**config.mk**
```make
export PLATFORM = sky130hd
export DESIGN_NAME = mac_lane_array
export DESIGN_NICKNAME = d
export VERILOG_FILES = /design/src/rtl/mac_pkg.sv /design/src/rtl/mac_lane.sv /design/src/rtl/mac_lane_array.sv
export SDC_FILE = /design/constraint.sdc
export NUM_CORES = 1
export LEC_CHECK = 0
export ABC_AREA = 0
export BUFFER_PORTS_ARGS = -buffer_cell sky130_fd_sc_hd__buf_2
export CAP_MARGIN = 0
export CORE_MARGIN = 2
export CORE_UTILIZATION = 50
export CTS_BUF_LIST = sky130_fd_sc_hd__clkbuf_16
export DETAILED_ROUTE_END_ITERATION = 8
export GPL_TIMING_DRIVEN = 0
export PLACE_DENSITY = 0.76
export SYNTH_ARGS = -nofsm -noshare
export SYNTH_HDL_FRONTEND = slang
export SYNTH_SLANG_ARGS = --single-unit
```
**constraint.sdc**
```tcl
create_clock -name clk -period 6.4 [get_ports clk]
set_clock_uncertainty 0.15 [all_clocks]
set_input_delay 0 -clock clk [delete_from_list [all_inputs] [get_ports clk]]
set_output_delay 0 -clock clk [all_outputs]
set_load 0.01 [all_outputs]
```
**src/rtl/mac_pkg.sv**
```systemverilog
// Shared types and helpers for the multi-lane MAC engine: FSM state encoding,
// default widths and the scale-then-saturate function used by every lane.
package mac_pkg;

  typedef enum logic [1:0] {IDLE, LOAD, FLUSH, EMIT} state_t;

  localparam int DW_DEF        = 8;
  localparam int ACCW_DEF      = 2 * DW_DEF + 8;
  localparam int OUT_SHIFT_DEF = 9;

  typedef struct packed {
    logic               sat;
    logic signed [63:0] val;
  } sat_res_t;

  // Arithmetic right shift, then clamp into the DW-bit output range.
  function automatic sat_res_t sat_shift(input logic signed [63:0] acc, input int shift,
                                         input int dw, input bit is_signed);
    logic signed [63:0] sh;
    logic signed [63:0] hi;
    logic signed [63:0] lo;
    sat_res_t           r;
    sh = acc >>> shift;
    if (is_signed) begin
      hi = (64'sd1 <<< (dw - 1)) - 64'sd1;
      lo = -(64'sd1 <<< (dw - 1));
    end else begin
      hi = (64'sd1 <<< dw) - 64'sd1;
      lo = 64'sd0;
    end
    r.sat = (sh > hi) || (sh < lo);
    r.val = (sh > hi) ? hi : ((sh < lo) ? lo : sh);
    return r;
  endfunction

endpackage

```
**src/rtl/mac_lane.sv**
```systemverilog
// One MAC lane: operand capture, registered product, accumulator with
// synchronous clear, and the scaled/saturated result for the output stage.
module mac_lane
  import mac_pkg::*;
#(
  parameter int DW        = DW_DEF,
  parameter int ACCW      = ACCW_DEF,
  parameter int OUT_SHIFT = OUT_SHIFT_DEF,
  parameter int SIGNED    = 0
) (
  input  logic          clk,
  input  logic          rst_n,
  input  logic          clr,
  input  logic          we_a,
  input  logic          we_b,
  input  logic          fire,
  input  logic [DW-1:0] din,
  output logic [DW-1:0] res,
  output logic          sat
);

  localparam bit SGN = (SIGNED != 0);

  logic        [DW-1:0]   a_p0;
  logic        [DW-1:0]   b_p0;
  logic                   vld_p0;
  logic signed [2*DW-1:0] a_w;
  logic signed [2*DW-1:0] b_w;
  logic signed [2*DW-1:0] prod_w;
  logic signed [2*DW-1:0] prod_p1;
  logic                   vld_p1;
  logic signed [ACCW-1:0] prod_ext;
  logic signed [ACCW-1:0] acc_p2;
  logic signed [63:0]     acc_w;
  sat_res_t               sr;

  // Operands widened to the product width so a single multiply serves both modes.
  assign a_w      = {{DW{SGN & a_p0[DW-1]}}, a_p0};
  assign b_w      = {{DW{SGN & b_p0[DW-1]}}, b_p0};
  assign prod_w   = a_w * b_w;
  assign prod_ext = {{(ACCW-2*DW){SGN & prod_p1[2*DW-1]}}, prod_p1};
  assign acc_w    = {{(64-ACCW){SGN & acc_p2[ACCW-1]}}, acc_p2};
  assign sr       = sat_shift(acc_w, OUT_SHIFT, DW, SGN);
  assign res      = DW'(sr.val);
  assign sat      = sr.sat;

  always_ff @(posedge clk or negedge rst_n) begin
    if (!rst_n) begin
      a_p0    <= '0;
      b_p0    <= '0;
      vld_p0  <= 1'b0;
      prod_p1 <= '0;
      vld_p1  <= 1'b0;
      acc_p2  <= '0;
    end else begin
      // p0: operand capture; fire marks the last byte of a step
      if (we_a) a_p0 <= din;
      if (we_b) b_p0 <= din;
      vld_p0 <= fire;
      // p1: product
      vld_p1 <= vld_p0;
      if (vld_p0) prod_p1 <= prod_w;
      // p2: accumulate
      if (clr)         acc_p2 <= '0;
      else if (vld_p1) acc_p2 <= acc_p2 + prod_ext;
    end
  end

endmodule

```
**src/rtl/mac_lane_array.sv**
```systemverilog
// Multi-lane MAC engine: byte-serial operand loading, per-lane accumulation,
// then lane-by-lane emission of scaled, saturated results.
module mac_lane_array
  import mac_pkg::*;
#(
  parameter int LANES     = 2,
  parameter int DW        = DW_DEF,
  parameter int ACCW      = ACCW_DEF,
  parameter int OUT_SHIFT = OUT_SHIFT_DEF,
  parameter int SIGNED    = 0
) (
  input  logic          clk,
  input  logic          rst_n,
  input  logic          start,
  input  logic [7:0]    cfg_len,
  input  logic          in_valid,
  input  logic [DW-1:0] in_data,
  output logic          in_ready,
  output logic          out_valid,
  output logic [DW-1:0] out_data,
  input  logic          out_ready,
  output logic          out_last,
  output logic          busy,
  output logic          sat_flag
);

  localparam int LW = (LANES > 1) ? $clog2(LANES) : 1;
  localparam int BW = $clog2(2 * LANES);
  localparam logic [BW-1:0] LAST_BYTE = BW'(2 * LANES - 1);

  state_t           state;
  logic [BW-1:0]    byte_cnt;
  logic [7:0]       step_cnt;
  logic [7:0]       len_q;
  logic [1:0]       flush_cnt;
  logic [LW-1:0]    lane_idx;
  logic [LW-1:0]    nxt_lane;
  logic             accept;
  logic             acc_clr;
  logic [DW-1:0]    lane_res [LANES];
  logic [LANES-1:0] lane_sat;

  assign in_ready = (state == LOAD);
  assign busy     = (state != IDLE);
  assign accept   = in_valid && in_ready;
  assign acc_clr  = start && (state == IDLE);
  assign nxt_lane = lane_idx + LW'(1);

  for (genvar gi = 0; gi < LANES; gi++) begin : g_lane
    mac_lane #(
      .DW       (DW),
      .ACCW     (ACCW),
      .OUT_SHIFT(OUT_SHIFT),
      .SIGNED   (SIGNED)
    ) u_lane (
      .clk  (clk),
      .rst_n(rst_n),
      .clr  (acc_clr),
      .we_a (accept && (byte_cnt == BW'(2 * gi))),
      .we_b (accept && (byte_cnt == BW'(2 * gi + 1))),
      .fire (accept && (byte_cnt == LAST_BYTE)),
      .din  (in_data),
      .res  (lane_res[gi]),
      .sat  (lane_sat[gi])
    );
  end

  always_ff @(posedge clk or negedge rst_n) begin
    if (!rst_n) begin
      state     <= IDLE;
      byte_cnt  <= '0;
      step_cnt  <= '0;
      len_q     <= '0;
      flush_cnt <= '0;
      lane_idx  <= '0;
      out_valid <= 1'b0;
      out_last  <= 1'b0;
      out_data  <= '0;
      sat_flag  <= 1'b0;
    end else begin
      case (state)
        IDLE: begin
          if (start) begin
            len_q     <= cfg_len;
            step_cnt  <= '0;
            byte_cnt  <= '0;
            flush_cnt <= '0;
            sat_flag  <= 1'b0;
            state     <= (cfg_len == 8'd0) ? FLUSH : LOAD;
          end
        end
        LOAD: begin
          if (accept) begin
            if (byte_cnt == LAST_BYTE) begin
              byte_cnt <= '0;
              step_cnt <= step_cnt + 8'd1;
              if (step_cnt + 8'd1 == len_q) begin
                state     <= FLUSH;
                flush_cnt <= '0;
              end
            end else begin
              byte_cnt <= byte_cnt + BW'(1);
            end
          end
        end
        // The final accumulate lands two edges after the last byte; the lane
        // results are stable by the third edge, where the first word is loaded.
        FLUSH: begin
          if (flush_cnt == 2'd2) begin
            state     <= EMIT;
            lane_idx  <= '0;
            out_valid <= 1'b1;
            out_data  <= lane_res[0];
            out_last  <= (LANES == 1);
            sat_flag  <= sat_flag | lane_sat[0];
          end else begin
            flush_cnt <= flush_cnt + 2'd1;
          end
        end
        EMIT: begin
          if (out_ready) begin
            if (out_last) begin
              state     <= IDLE;
              out_valid <= 1'b0;
              out_last  <= 1'b0;
            end else begin
              lane_idx <= nxt_lane;
              out_data <= lane_res[nxt_lane];
              out_last <= (nxt_lane == LW'(LANES - 1));
              sat_flag <= sat_flag | lane_sat[nxt_lane];
            end
          end
        end
        default: state <= IDLE;
      endcase
    end
  end

endmodule
```
==> impl_metrics.toml, run 1 <==
[outcome]
status = "complete, no violations"

[timing]
drv_slew = 0
relSlewSlack_pct = 39.75
fin_crit_sh_pct = 74.37
max_freq_ghz = 0.2101
fin_setup_tns_ns = 0
finalSetupViolCount = 0
rsz0062_at_grt = "no"
period_minus_slack_ns = 4.760
hold_violations = 0
tightest_slew_ns = 0.9038

[synth]
synthArstFlopShare_pct = 100.0
syn_area_per_cell_um2 = 9.667
synth_area_leaders = "dfrtp_1 31%, fa_1 12%, ha_1 12%"
synth_nets = 1448
synthMuxAreaShare_pct = 6.336
synth_seq_area_share_pct = 30.95
yosys-top-cells-count = "148 x dfrtp_1, 133 x inv_1, 115 x ha_1"
synth_top_area_cell = "dfrtp_1"
synthesis.area_um2 = 11970
ys_types = 66
syn_inst = 1238
synth-edff-count = 0
synth_simple_gate_area_share_pct = 15.86
ys_ff_latch = 148
synthAdderAreaFrac_pct = 24.40
synth_ff_type = "dfrtp_1"
synthXorXnorAreaFrac_pct = 5.123
yosys_warnings = 0
synth_top_cell_area_share_pct = 30.95
yosysMostFrequentCell = "dfrtp_1"
synth_top_family_by_area = "adder cells"
synth-compound-area-share_pct = 12.28

[floorplan]
dieArea_um2 = 25190
coreArea_um2 = 23470
initial_core_util_pct = 50.99
rows = 56
dieHeight_um = 158.7
io-pin-count = 34
chipWidth_um = 158.7

[drt]
drc = 0
ant_nets = 0
routed_wirelength_um = 25560
dr_total_vias = 8991
drtIter0Drc = 530
routedWlPerCell_um = 15.55
firstDrtPassIters = 5
viasPerCell = 5.472

[cts]
cts_buffers = 17
cts_tree = "built"
htreeDepth = 4
insertion_delay_ns = 0.43
cts.reportedPaths.clkPinSlew_ns = 0.06
root_buffer = "clkbuf_16"
cts_sinks = 148
cts_resized = 0
cts_buffer_depth = 2

[critical_path]
path_max_fanout = 9
r2r_slack_ns = 1.64
reg2reg_depth = 15
timing.rr.end = "g_lane[1].u_lane.prod_p1[13]"
r2r_start = "g_lane[1].u_lane.a_p0[2]"
path_class = "flip-flop to flip-flop"
worst_setup_path_start_kind = "flip-flop"
cp.arrival_ns = 4.93
required_ns = 6.57
end_kind = "flip-flop"

[grt]
grt_pass1_vias = 8930
grt_pass1_wl_um = 43980
grt_max_degree = 86
grt_antenna_before_repair = 0
use_met2_pct = 35.49
grt_overflow = 0
grt_use_met3_pct = 3.631
use_met1_pct = 28.38
grt_busiest_layer = "met2"
grtUsageTotal_pct = 21.22

[power]
pwr-share-seq_pct = 27.4
p_leak_uw = 0.006702
p_comb_share_pct = 54.8
irDropWorstVdd_v = 0.0003020
clkPwrFrac_pct = 17.7
power.density_nw_per_um2 = 397.0
sw_frac_of_total_pct = 43.81
p_sw_uw = 2316
p_int_uw = 2971

[placed_design]
gp_congestion = 0.8644
place_area_um2 = 12560
hpwlAfterDp_um = 19210
portBuffers = 32

[job]
cap_violations = 0

[final_layout]
antenna_cells = 0
fillCellCount = 1988
nets = 1521
area_growth_pct = 11.26
final_area_um2 = 13320
final_layout_size_suffix_gt1_share_pct = 9.894

[min_path]
worst_hold_path_type = "primary input to async pin"
-- power groups by stage --
stage	clock (µW)	combinational [µW]	sequential, µW
3_3_place_gp	0	2780	1450
5_1_grt	987	3350	1490
2_1_floorplan	0	2260	1350
3_5_place_dp	0	2870	1460
4_1_cts	949	2940	1450
6_report	938	2900	1450
-- what timing repair did --
action | in CTS | in global routing
endpoints found under the hold margin | 132 | 0
hold buffers | 21 | 0
buffers inserted | 0 | 0
-- state kept, by name (all words and copies together), names as in the netlist --
name                   count
sat_flag                   1
state                      2
len_q                      8
step_cnt                   8
g_lane.u_lane.acc_p2      48
out_valid                  1
lane_idx                   1
g_lane.u_lane.prod_p1     32
flush_cnt                  2
out_last                   1
out_data                   8
g_lane.u_lane.b_p0        16
byte_cnt                   2
g_lane.u_lane.vld_p1       1
g_lane.u_lane.a_p0        16
g_lane.u_lane.vld_p0       1
-- cells in the final DEF (no fill, tap or decap), types with 5 or more instances in the layout --
cell type	synthesis	layout
o21a_1	8	8
nor4_1	5	5
clkbuf_16	0	17
nor2_1	71	71
buf_1	8	8
nor2b_1	9	9
nor3b_1	5	5
o211ai_1	12	12
o21bai_1	5	5
dlygate4sd3_1	0	21
nand3_1	23	23
nand2_1	113	113
a31oi_1	8	8
a22o_1	7	7
clkbuf_1	16	16
ha_1	115	115
nand4_1	7	7
xor2_1	13	13
fa_1	74	74
a21o_1	24	24
o22ai_1	12	12
clkinvlp_4	0	5
mux2i_1	15	15
buf_2	3	34
a21oi_1	61	61
and2_1	95	95
xnor2_1	57	57
dfrtp_1	148	148
a211oi_1	10	10
o21ai_0	46	46
nand2b_1	12	12
nor3_1	12	12
mux2_2	54	54
inv_1	133	136
-- critical path: stages (launching register included) --
cell     delay (ns)
dfrtp_1        0.49
and2_1         0.24
fa_1           0.44
fa_1           0.54
inv_1          0.05
fa_1           0.46
fa_1           0.54
inv_1          0.04
ha_1           0.33
o21ai_0        0.24
a21oi_1        0.13
o21a_1         0.24
a31o_2         0.25
a21oi_1        0.17
xnor2_1        0.09
mux2_2         0.26
-- through the flow --
step                total power [µW]  instances  util [%]  hold WS [ns]  setup slack [ns]
finish                          5286       1643     56.73       0.06430             1.640
floorplan                       3609       1238         -       -0.4456             1.900
global placement                4230       1589     53.37       0.05795             1.683
CTS                             5332       1643     56.73       0.09952             1.631
detailed placement              4338       1590     53.51      -0.03132             1.657
global route                    5828       1643     56.73        0.1523             1.390
-- per-layer routing --
layer,routed length (µm),share of wire [%],vias up
met1,11910,47,4408
met5,0,0,-
met3,1058,4.1,29
li1,-,-,4349
met2,12080,47,205
met4,511,2.0,0
-- area by class of cell --
cell class,count,area [µm²],share of cell area [%]
Multi-Input combinational cell,930,7660,57.53
Sequential cell,148,3704,27.81
Inverter,133,499.2,3.749
Clock buffer,17,425.4,3.195
Timing Repair Buffer,54,404.1,3.035
Tap cell,319,399.1,2.998
Clock inverter,15,118.9,0.8927
Buffer,27,105.1,0.7893
-- how the worst max path moves through the flow --
stage          cells after the start                            to                      from  slack [ns]
4_1_cts                           15  g_lane[1].u_lane.prod_p1[13]  g_lane[1].u_lane.a_p0[1]        1.63
3_5_place_dp                      15  g_lane[1].u_lane.prod_p1[13]  g_lane[1].u_lane.a_p0[1]        1.66
3_3_place_gp                      14  g_lane[1].u_lane.prod_p1[13]  g_lane[1].u_lane.b_p0[7]        1.68
2_1_floorplan                     14  g_lane[1].u_lane.prod_p1[13]  g_lane[1].u_lane.b_p0[7]        1.90
5_1_grt                           14  g_lane[0].u_lane.prod_p1[12]  g_lane[0].u_lane.b_p0[7]        1.39
6_report                          15  g_lane[1].u_lane.prod_p1[13]  g_lane[1].u_lane.a_p0[2]        1.64
-- cell families after synthesis --
group / count (synthesis)
and+or+nand+nor: 377
DFF: 148
muxes: 69
AOI/OAI and AO/OA: 225
adders and majority gates: 189
buffers and inverters: 160
xor gates and xnor gates: 70
Power figures use the tool's default switching activity.
==> run 2, diff against run 1 <==
==> constraint.sdc (replaced) <==
create_clock -name clk -period 4.7 [get_ports clk]
set_clock_uncertainty 0.15 [all_clocks]
set_input_delay 0 -clock clk [delete_from_list [all_inputs] [get_ports clk]]
set_output_delay 0 -clock clk [all_outputs]
set_load 0.01 [all_outputs]
==> run 2 against run 1 <==
  * Register-to-register slack lost 1.5 ns
  * Cell count grew 1.7%
  * Clock power is 36% higher
  * Via count is 1.3% higher
  * Hold slack hardly changed
  * Sequential share of layout area shrank 0.42 points
  * Fmax is 3.9% higher
  * Utilization grew 1.4 points
==> impl_metrics.toml, run 2 (synthesis results as in run 1) <==
[timing]
rsz0062_at_grt = "yes"
relSlewSlack_pct = 39.60
drv_slew = 0
max_freq_ghz = 0.2183
fin_crit_sh_pct = 97.45
finalSetupViolCount = 0
hold_violations = 0
period_minus_slack_ns = 4.580
fin_ws_ns = 0.1199
tightest_slew_ns = 0.9060

[power]
p_sw_uw = 3280
sw_frac_of_total_pct = 43.30
p_leak_uw = 0.006799
irDropWorstVdd_v = 0.0004537
pwr-share-seq_pct = 25.7
p_int_uw = 4296
clkPwrFrac_pct = 16.9
power_uw = 7576
p_comb_share_pct = 57.4
power.density_nw_per_um2 = 555.4

[final_layout]
antenna_cells = 0
top_register = "g_lane.u_lane.acc_p2"
final_layout_size_suffix_gt1_share_pct = 14.94
nets = 1549
reg_top3 = "g_lane.u_lane.acc_p2 x48, g_lane.u_lane.prod_p1 x32"
final_area_um2 = 13640
final_common_cell = "inv_1"
final_cell_mix = "136 x inv_1, 121 x dfrtp_1, 113 x nand2_1"
largest_reg_flops = 48
area_growth_pct = 13.98
final_cells = 1671
final_util_pct = 58.11

[drt]
routed_wirelength_um = 26140
drtIter0Drc = 582
firstDrtPassIters = 5
drc = 0
ant_nets = 0
dr_total_vias = 9105
viasPerCell = 5.449
routedWlPerCell_um = 15.65

[floorplan]
chipWidth_um = 158.7
coreArea_um2 = 23470
dieArea_um2 = 25190
dieHeight_um = 158.7
io-pin-count = 34
rows = 56
initial_core_util_pct = 50.99

[grt]
use_met1_pct = 28.40
grt_use_met3_pct = 3.631
grt_pass1_wl_um = 43990
grt_antenna_before_repair = 0
grt_pass1_vias = 8936
grt_busiest_layer = "met2"
use_met2_pct = 35.51
grt_overflow = 0
grt_max_degree = 86
grtUsageTotal_pct = 21.23

[cts]
insertion_delay_ns = 0.43
root_buffer = "clkbuf_16"
cts_buffer_depth = 2
htreeDepth = 4
cts.reportedPaths.clkPinSlew_ns = 0.06
cts_tree = "built"
cts_buffers = 17
cts_sinks = 148

[critical_path]
path_common_cell = "fa_1"
worst-path-buf-inv = 4
crit_chain = "buf_4, nand2_1, fa_1, fa_1, inv_1, fa_1, inv_1, fa_1, inv_1, ha_2, or3_4, or2_2, a41oi_1, xnor2_1, mux2_2"
cp.arrival_ns = 4.75
required_ns = 4.87
end_kind = "flip-flop"
setup.worst_path.start = "g_lane[1].u_lane.b_p0[5]"
worst_setup_path_start_kind = "flip-flop"
path_max_fanout = 5
crit_family = "adder cells"
slowest_stage = "fa_1"
max_stage_delay_ns = 0.54
r2r_start = "g_lane[1].u_lane.b_p0[5]"
path_class = "flip-flop to flip-flop"

[placed_design]
place_area_um2 = 12560
hpwlAfterDp_um = 19210
gp_congestion = 0.8644
preCtsSetupSlack_ns = -0.04260
dp.cells = 1590
portBuffers = 32

[outcome]
status = "complete, no violations"

[job]
cap_violations = 0

[min_path]
worst_hold_path_type = "primary input to async pin"
## run 2: path summary, 6_finish.rpt
kind / cells after the start / slack, ns / to
setup / recovery: 15 / 0.12 / g_lane[1].u_lane.prod_p1[12]
hold / removal: 2 / 0.06 / g_lane[0].u_lane.a_p0[0]
setup reg to reg: 15 / 0.12 / g_lane[1].u_lane.prod_p1[12]
hold reg to reg: 2 / 0.32 / out_data[7]
max in group asynchronous: 3 / 3.55 / g_lane[1].u_lane.prod_p1[8]
min in group clk: 4 / 0.15 / len_q[0]
## run 2: metal layers
metal  wire length (µm)  share of wire [%]
met3               1029                3.9
met4                713                2.7
met2              12320                 47
met5                  0                  0
met1              12080                 46
## run 2: per-stage QoR
step                hold WS [ns]  setup TNS [ns]
floorplan                -0.4456               0
finish                   0.06399               0
detailed placement      -0.03132        -0.05436
CTS                      0.09941       -0.004000
global placement         0.05795        -0.01736
global route              0.1542        -0.02209
## run 2: what timing repair did
item | in CTS | in global routing
pin swaps | 0 | 13
setup buffers | 0 | 28
hold buffers | 21 | 0
setup endpoints to repair | 3 | 10
hold endpoints to repair | 132 | 0
resized for setup | 7 | 40
## run 2: layout make-up
type / count / area [µm²]
Fill cell: 1926 / 9832
Multi-Input combinational cell: 930 / 7734
Sequential cell: 148 / 3737
Timing Repair Buffer: 82 / 621.8
Inverter: 133 / 499.2
Clock buffer: 17 / 425.4
Tap cell: 319 / 399.1
Clock inverter: 15 / 118.9
Buffer: 27 / 105.1
## run 2: power groups by stage
| stage | sequential, µW | clock [µW] | combinational [µW] |
|---|---|---|---|
| 2_1_floorplan | 1830 | 0 | 3080 |
| 3_3_place_gp | 1980 | 0 | 3780 |
| 3_5_place_dp | 1990 | 0 | 3910 |
| 4_1_cts | 1970 | 1290 | 4000 |
| 5_1_grt | 1990 | 1350 | 4970 |
| 6_report | 1950 | 1280 | 4350 |
==> run 3, diff against run 2 <==
--- a/config.mk
+++ b/config.mk
@@ -13,7 +13,7 @@
 export CTS_BUF_LIST = sky130_fd_sc_hd__clkbuf_16
 export DETAILED_ROUTE_END_ITERATION = 8
 export GPL_TIMING_DRIVEN = 0
-export PLACE_DENSITY = 0.76
+export PLACE_DENSITY = 0.77
 export SYNTH_ARGS = -nofsm -noshare
 export SYNTH_HDL_FRONTEND = slang
 export SYNTH_SLANG_ARGS = --single-unit
==> run 3 against run 2 <==
  * The flow now finishes with violations (hold timing)
  * Count of clock-buffer cells in the layout did not move
  * Register-to-register slack improved by 0.03 ns
  * Final area rose by 0.49%
  * Non-clock buffer count rose by 3
  * Worst setup slack improved by 0.033 ns
  * First-iteration DRC count fell by 13%
  * Critical path depth fell by 1
  * Clock power rose by 8%
  * Cell count barely moved
  * Critical endpoint unchanged
  * Largest power group unchanged
==> impl_metrics.toml, run 3 (synthesis results as in run 1) <==
[outcome]
status = "finished, violations left"
violations = "hold timing"

[timing]
fin_setup_tns_ns = 0
timing.hold.ws_ns = -0.01923
max_freq_ghz = 0.2199
fin_crit_sh_pct = 96.74
period_minus_slack_ns = 4.547
drv_slew = 0
relSlewSlack_pct = 39.28
tightest_slew_ns = 0.9108
hold_violations = 49
finalSetupViolCount = 0

[critical_path]
required_ns = 4.87
worst_setup_path_start_kind = "flip-flop"
end_kind = "flip-flop"
crit_chain = "buf_4, and2_1, fa_1, fa_1, fa_1, inv_1, fa_1, inv_1, ha_2, or3_4, or2_2, a41oi_1, xnor2_1, mux2_2"
path_class = "flip-flop to flip-flop"
path_max_fanout = 4
cp.arrival_ns = 4.71
path_common_cell = "fa_1"
slowest_stage = "fa_1"
max_stage_delay_ns = 0.53

[grt]
grt_pass1_vias = 9145
grt_overflow = 0
grt_max_degree = 92
grtUsageTotal_pct = 21.48
grt_antenna_before_repair = 0
grt_pass1_wl_um = 44710

[cts]
insertion_delay_ns = 0.43
cts_sinks = 148
cts_tree = "built"
htreeDepth = 4
cts.reportedPaths.clkPinSlew_ns = 0.07
cts_buffer_depth = 2
root_buffer = "clkbuf_16"
cts_buffers = 17

[final_layout]
largest_reg_flops = 48
antenna_cells = 0
final_cell_mix = "132 x inv_1, 121 x dfrtp_1, 112 x nand2_1"
top_register = "g_lane.u_lane.acc_p2"
fillCellCount = 1920
nets = 1552
reg_top3 = "g_lane.u_lane.acc_p2 x48, g_lane.u_lane.prod_p1 x32"
area_growth_pct = 14.53
final_common_cell = "inv_1"
final_layout_size_suffix_gt1_share_pct = 15.30

[floorplan]
rows = 56
dieArea_um2 = 25190
dieHeight_um = 158.7
chipWidth_um = 158.7
io-pin-count = 34
coreArea_um2 = 23470
initial_core_util_pct = 50.99

[power]
p_int_uw = 4387
power_uw = 7639
pwr-share-seq_pct = 25.6
p_leak_uw = 0.006824
irDropWorstVdd_v = 0.0004308
p_comb_share_pct = 56.3
power.density_nw_per_um2 = 557.3
p_sw_uw = 3251
clkPwrFrac_pct = 18.1
sw_frac_of_total_pct = 42.56

[placed_design]
portBuffers = 32
gp_congestion = 0.8562
hpwlAfterDp_um = 19260

[drt]
firstDrtPassIters = 6
viasPerCell = 5.451
drtIter0Drc = 506
routed_wirelength_um = 26510
ant_nets = 0
routedWlPerCell_um = 15.86
drc = 0
dr_total_vias = 9114

[min_path]
worst_hold_path_type = "primary input to async pin"

[job]
cap_violations = 0
==> run 3: path summary, 6_finish.rpt <==
path                                           from  cells past startpoint                      endpoint  slack [ns]
setup reg to reg           g_lane[1].u_lane.b_p0[5]                     14  g_lane[1].u_lane.prod_p1[12]        0.15
hold / removal                                rst_n                      2      g_lane[0].u_lane.b_p0[0]       -0.02
hold reg to reg                         out_data[6]                      2                   out_data[6]        0.32
min in group clk                         cfg_len[0]                      4                      len_q[0]        0.18
setup / recovery           g_lane[1].u_lane.b_p0[5]                     14  g_lane[1].u_lane.prod_p1[12]        0.15
max in group asynchronous                     rst_n                      3                      sat_flag        3.57
==> run 3: critical path: cells and delay by family (launching register included) <==
kind            cells  cell delay (ns)
mux                 1             0.26
buf+inv             3             0.24
xor+xnor            1             0.10
compound gates      1             0.25
fa+ha+maj           5             2.17
flops               1             0.42
simple gates        3             0.85
==> run 3: what timing repair did <==
item                                   4_1_cts  5_1_grt
hold buffers                                21        0
endpoints found under the hold margin      197        0
pin swaps                                    0       15
gates resized for setup                     12       36
setup endpoints to repair                    2       11
buffers inserted                             7       24
==> run 3: cell type report <==
| type | instances | area, µm² | share of cell area (%) |
|---|---|---|---|
| Inverter | 133 | 499.2 | 3.642 |
| Clock buffer | 17 | 425.4 | 3.104 |
| Timing Repair Buffer | 85 | 636.9 | 4.646 |
| Sequential cell | 148 | 3737 | 27.27 |
| Buffer | 27 | 105.1 | 0.7668 |
| Clock inverter | 13 | 160.2 | 1.168 |
| Multi-Input combinational cell | 930 | 7744 | 56.49 |
| Tap cell | 319 | 399.1 | 2.912 |
==> run 3: routing by layer <==
layer  vias to the layer above  share of wire (%)  wire [µm]  track usage, %
met5                         -                  0          0               0
met4                         0                2.3        606           6.922
met3                        46                4.6       1218           3.605
met2                       236                 48      12800           35.97
met1                      4419                 45      11880           28.48
li1                       4413                  -          -               -
==> run 3: power groups by stage <==
stage | clock, µW | sequential, µW | combinational [µW]
finish | 1380 | 1950 | 4300
detailed placement | 0 | 1990 | 3880
global route | 1460 | 2000 | 4900
CTS | 1400 | 1960 | 4000
floorplan | 0 | 1830 | 3080
global placement | 0 | 1980 | 3780
==> run 3: metrics by stage <==
stage / utilization, % / worst slack, ns / instances / hold slack (ns) / area, µm²
2_1_floorplan: - / 0.2000 / 1238 / -0.4456 / 11970
3_3_place_gp: 53.37 / -0.008995 / 1589 / 0.05763 / 12530
6_report: 58.40 / 0.1532 / 1672 / -0.01923 / 13710
4_1_cts: 57.20 / 0.004014 / 1648 / 0.006648 / 13430
5_1_grt: 58.40 / -0.03059 / 1672 / 0.04675 / 13710
3_5_place_dp: 53.51 / -0.06180 / 1590 / -0.1349 / 12560
